**src/rtl/prio_level_if.sv**
```systemverilog
// prio_level_if: bundles the signals between the interrupt arbiter/retire
// logic and the priority-level controller.
//   master : drives irq_req, irq_prio, ret_req, stall;
//            receives irq_ack, level, write_ra_en, depth, err
//   slave  : the controller side (opposite directions)
interface prio_level_if #(
  parameter int PrioNum = 8
);
  localparam int PrioWidth  = $clog2(PrioNum);
  localparam int Depth      = PrioNum - 1;
  localparam int DepthWidth = $clog2(Depth + 1);

  logic                  irq_req;
  logic [PrioWidth-1:0]  irq_prio;
  logic                  ret_req;
  logic                  stall;
  logic                  irq_ack;
  logic [PrioWidth-1:0]  level;
  logic                  write_ra_en;
  logic [DepthWidth-1:0] depth;
  logic                  err;

  modport master (
    output irq_req, irq_prio, ret_req, stall,
    input  irq_ack, level, write_ra_en, depth, err
  );

  modport slave (
    input  irq_req, irq_prio, ret_req, stall,
    output irq_ack, level, write_ra_en, depth, err
  );
endinterface

```
**src/rtl/prio_level_ctrl.sv**
```systemverilog
// prio_level_ctrl: interrupt nesting controller. Holds the current execution
// priority level and a stack of preempted levels. An interrupt is taken only
// when its priority strictly exceeds the current level; an interrupt return
// pops the preempted level back.
// Ports:
//   clk   : system clock, rising edge
//   reset : asynchronous, active-high
//   bus   : prio_level_if.slave
//           in  irq_req, irq_prio, ret_req, stall
//           out irq_ack (1-cycle), level, write_ra_en (1-cycle), depth,
//               err (sticky underflow/overflow)
module prio_level_ctrl #(
  parameter int PrioNum = 8
) (
  input logic          clk,
  input logic          reset,
  prio_level_if.slave  bus
);
  localparam int PrioWidth  = $clog2(PrioNum);
  localparam int Depth      = PrioNum - 1;
  localparam int DepthWidth = $clog2(Depth + 1);

  typedef enum logic [1:0] {RUN, ENTER, RETURN} state_e;

  state_e                state_q, state_d;
  logic [PrioWidth-1:0]  level_q, level_d;
  logic [DepthWidth-1:0] depth_q, depth_d;
  logic                  err_q, err_d;
  logic                  ack_q, ack_d;
  logic                  wra_q, wra_d;
  logic                  push_d;

  // Preempted-level stack; contents need no reset.
  logic [PrioWidth-1:0]  stack_q [Depth];

  always_ff @(posedge clk or posedge reset) begin
    if (reset) begin
      state_q <= RUN;
      level_q <= '0;
      depth_q <= '0;
      err_q   <= 1'b0;
      ack_q   <= 1'b0;
      wra_q   <= 1'b0;
    end else begin
      state_q <= state_d;
      level_q <= level_d;
      depth_q <= depth_d;
      err_q   <= err_d;
      ack_q   <= ack_d;
      wra_q   <= wra_d;
    end
  end

  always_ff @(posedge clk) begin
    if (push_d && !reset) begin
      stack_q[depth_q] <= level_q;
    end
  end

  always_comb begin
    state_d = state_q;
    level_d = level_q;
    depth_d = depth_q;
    err_d   = err_q;
    ack_d   = 1'b0;
    wra_d   = 1'b0;
    push_d  = 1'b0;
    case (state_q)
      RUN: begin
        // A return outranks a simultaneous interrupt; the interrupt is
        // re-evaluated against the restored level once RUN resumes.
        if (bus.ret_req) begin
          if (depth_q != '0) begin
            level_d = stack_q[depth_q - DepthWidth'(1)];
            depth_d = depth_q - DepthWidth'(1);
            state_d = RETURN;
          end else begin
            err_d = 1'b1;
          end
        end else if (bus.irq_req && (bus.irq_prio > level_q) && !bus.stall) begin
          if (depth_q < DepthWidth'(Depth)) begin
            push_d  = 1'b1;
            level_d = bus.irq_prio;
            depth_d = depth_q + DepthWidth'(1);
            ack_d   = 1'b1;
            wra_d   = 1'b1;
            state_d = ENTER;
          end else begin
            err_d = 1'b1;
          end
        end
      end
      // One-cycle lockouts: requests arriving here are dropped.
      ENTER:   state_d = RUN;
      RETURN:  state_d = RUN;
      default: state_d = RUN;
    endcase
  end

  assign bus.level       = level_q;
  assign bus.depth       = depth_q;
  assign bus.err         = err_q;
  assign bus.irq_ack     = ack_q;
  assign bus.write_ra_en = wra_q;
endmodule

```
**src/flat_wrapper.sv**
```systemverilog
// flat-port wrapper written by rule: the top's interface ports become plain ports
module prio_level_ctrl_flat 
#(
  parameter int PrioNum = 8
)
  (clk, reset, bus_irq_req, bus_irq_prio, bus_ret_req, bus_stall, bus_irq_ack, bus_level, bus_write_ra_en, bus_depth, bus_err);
  prio_level_if #(.PrioNum(PrioNum)) bus_i ();
  input logic clk;
  input logic reset;
  input wire logic [$bits(bus_i.irq_req)-1:0] bus_irq_req;
  input wire logic [$bits(bus_i.irq_prio)-1:0] bus_irq_prio;
  input wire logic [$bits(bus_i.ret_req)-1:0] bus_ret_req;
  input wire logic [$bits(bus_i.stall)-1:0] bus_stall;
  output wire logic [$bits(bus_i.irq_ack)-1:0] bus_irq_ack;
  output wire logic [$bits(bus_i.level)-1:0] bus_level;
  output wire logic [$bits(bus_i.write_ra_en)-1:0] bus_write_ra_en;
  output wire logic [$bits(bus_i.depth)-1:0] bus_depth;
  output wire logic [$bits(bus_i.err)-1:0] bus_err;
  assign bus_i.irq_req = bus_irq_req;
  assign bus_i.irq_prio = bus_irq_prio;
  assign bus_i.ret_req = bus_ret_req;
  assign bus_i.stall = bus_stall;
  assign bus_irq_ack = bus_i.irq_ack;
  assign bus_level = bus_i.level;
  assign bus_write_ra_en = bus_i.write_ra_en;
  assign bus_depth = bus_i.depth;
  assign bus_err = bus_i.err;
  prio_level_ctrl #(.PrioNum(PrioNum)) u_core (.clk(clk), .reset(reset), .bus(bus_i));
endmodule
```
**config.mk**
```make
export PLATFORM = sky130hd
export DESIGN_NAME = prio_level_ctrl_flat
export DESIGN_NICKNAME = d
export VERILOG_FILES = /design/src/rtl/prio_level_if.sv /design/src/rtl/prio_level_ctrl.sv /design/src/flat_wrapper.sv
export SDC_FILE = /design/constraint.sdc
export NUM_CORES = 1
export LEC_CHECK = 0
export ABC_AREA = 1
export CORE_UTILIZATION = 27
export CTS_BUF_LIST = sky130_fd_sc_hd__clkbuf_4
export DETAILED_ROUTE_END_ITERATION = 12
export GPL_TIMING_DRIVEN = 0
export PLACE_DENSITY_LB_ADDON = 0.05
export SETUP_SLACK_MARGIN = 0.02
export SLEW_MARGIN = 5
export SYNTH_ARGS = -nofsm -noshare
export SYNTH_HDL_FRONTEND = slang
export SYNTH_SLANG_ARGS = --single-unit
```
**constraint.sdc**
```tcl
create_clock -name clk -period 3.4 [get_ports clk]
set_input_delay 0.85 -clock clk [delete_from_list [all_inputs] [get_ports clk]]
set_output_delay 0.85 -clock clk [all_outputs]
set_load 0.1 [all_outputs]
```
==> impl_metrics.toml <==
[outcome]
status = "finished, final reports clean"

[final_layout]
final_common_cell = "nand2_1"
stdcell_count = 275
area_growth_pct = 17.7
layout-drive-gt1-share_pct = 20.5
ff_latch_area_um2 = 881
n_antenna_cell = 0
nNetsFinal = 213
multi_input_area_um2 = 663
final_cell_mix = "nand2_1, inv_1, edfxtp_1, nand3_1, clkdlybuf4s50_1"
fill_cells = 617

[floorplan]
fp.dieH_um = 81.4
die_w_um = 81.4
core_area_um2 = 5990
die-area_um2 = 6630
num_rows = 28
boundaryPins = 17
start_util_pct = 28.4

[global_route]
use_met1_pct = 18.2
grt_use_met3_pct = 3.33
antenna_found_initial = 0
overflow = 0
grt_pass1_wl_um = 6380
grt_max_degree = 13
grt.total_usage_pct = 13.8
top_usage_layer = "met2"
gr-usage-met2_pct = 21.6
grt_pass1_vias = 1195

[clock_network]
clockBufferDepth = 2
cts_setup_buffers = 0
clockRootBuffer = "clkbuf_4"
clkSlewWorstSetupHoldPaths_ns = 0.11
ctsHoldBuffers = 0
clock_sinks = 31
ctsResizeCount = 0
numCtsBuffers = 5
clk_latency_ns = 0.34
cts.htree.levels = 2
tritoncts = "built"

[synthesis]
syn_avg_cell_area_um2 = 9.63
synth_edf_count = 21
ys.flop_type = "edfxtp_1"
ys_warn_count = 0
synth_cell_types = 26
synth_nets = 191
synth-seq-cells = 31
syn_inst = 177
async_reset_ff_share_pct = 32.3
synth-seq-area-share_pct = 51.7
syn_area_um2 = 1700

[placement]
dp_cells = 267
port_buffers = 15
globalplace.congestion = 0.801
hpwl_um = 2870

[sta]
worst_pin_slew_ns = 0.972
post-route-period-util_pct = 90.0
hold_violations = 0
slew_viol_final = 0
finalSetupTns_ns = 0
relSlewSlack_pct = 35.0
fmax_ghz = 0.327
min_period_ns = 3.06
rsz0062_at_grt = "no"
final.setup_skew_ns = 0.0192
setup_violations = 0

[detailed_routing]
detail-route-antenna-nets = 0
drt-initial-drc-count = 52
via_per_inst = 4.32
drc_errors = 0
wl_um = 3910
vias = 1188
detail_route.wl_per_cell_um = 14.2
firstDrtPassIters = 4

[critical_path]
path_class = "reg2out"
cp.required_ns = 2.55
crit_family = "buffers and inverters"
start_kind = "register"
cp_max_fo = 10
crit_buf_inv = 1
cp_slowest_cell = "clkdlybuf4s50_1"
cp_data_arrival_time_ns = 2.21
crit_path_max_incr_delay_ns = 1.22
path_cells = "clkdlybuf4s50_1"
cp-end-kind = "output port"

[power]
total_leakage_power_uw = 0.000905
p_per_area_nw_per_um2 = 916
peakVddDrop_uv = 570

[job]
maxCapViolCount = 0

[hold_path]
min_path_type = "reg2reg"
[power breakdown]
group	leakage, µW	internal, µW	switching (µW)
sequential	0.000314	482	95.3
clock	0.0000361	96.5	129
combinational	0.000555	305	729
total	0.000905	884	954
[per-stage QoR]
stage,setup slack (ns),area [µm²],total power (µW),util (%),hold WS [ns]
after global placement,0.547,1950,1620,32.5,0.442
after CTS,0.296,2010,1860,33.5,0.478
after detailed placement,0.492,1950,1630,32.5,0.452
final,0.339,2010,1840,33.5,0.471
after floorplan,0.924,1700,1360,-,0.621
after global routing,0.238,2010,1980,33.5,0.495
[state kept, by name (all words and copies together), names as in the netlist]
signal / flops
u_core.bus.depth: 3
u_core.bus.err: 1
u_core.bus.level: 3
u_core.bus.write_ra_en: 1
u_core.stack_q: 21
u_core.state_q: 2
[final timing paths]
path,startpoint,slack [ns],cells after the start,endpoint
worst max-delay path,u_core.bus.level[0],0.34,1,bus_level[0]
worst min-delay path,u_core.bus.err,0.47,1,u_core.bus.err
worst max register to register,u_core.bus.level[1],1.17,9,u_core.stack_q[1][1]
worst min register to register,u_core.bus.err,0.47,1,u_core.bus.err
max in group asynchronous,reset,2.17,2,u_core.bus.level[2]
min in group asynchronous,reset,0.84,2,u_core.bus.depth[1]
[kinds of logic after synthesis]
family                   Yosys count  synth area share, %
adder cells (fa/ha/maj)            6                 4.41
XOR/XNOR                           2                 1.03
AO/OA/AOI/OAI                      8                 4.48
buffers and inverters             33                 9.40
flip-flops                        31                 51.7
AND/OR/NAND/NOR                   97                 29.0
[cell type report]
type | instances | area share, %
sequential | 31 | 43.9
multi-input combinational | 113 | 33.1
timing repair buffer | 15 | 7.49
inverter | 27 | 5.18
tap | 75 | 4.68
buffer | 6 | 2.81
clock buffer | 7 | 2.62
clock inverter | 1 | 0.250
[metal layers]
layer  vias up  share of wire [%]
met1       565                 50
met4         0                1.6
li1        601                  -
met3         7                2.2
met5         -                  0
met2        15                 46
[cell usage after synthesis, types with 3 or more instances]
cell type,count,share of area (%)
inv_1,23,5.1
nand2_4,4,2.6
nand3_1,15,4.4
nor2_2,5,1.8
o21ai_2,3,1.5
nand3_2,3,1.8
ha_1,6,4.4
nand2_1,56,12
nor2_1,8,1.8
buf_6,3,2.0
inv_2,3,0.66
buf_4,3,1.3
dfrtp_1,10,15
edfxtp_1,21,37
(Power assumes the default switching activity.)
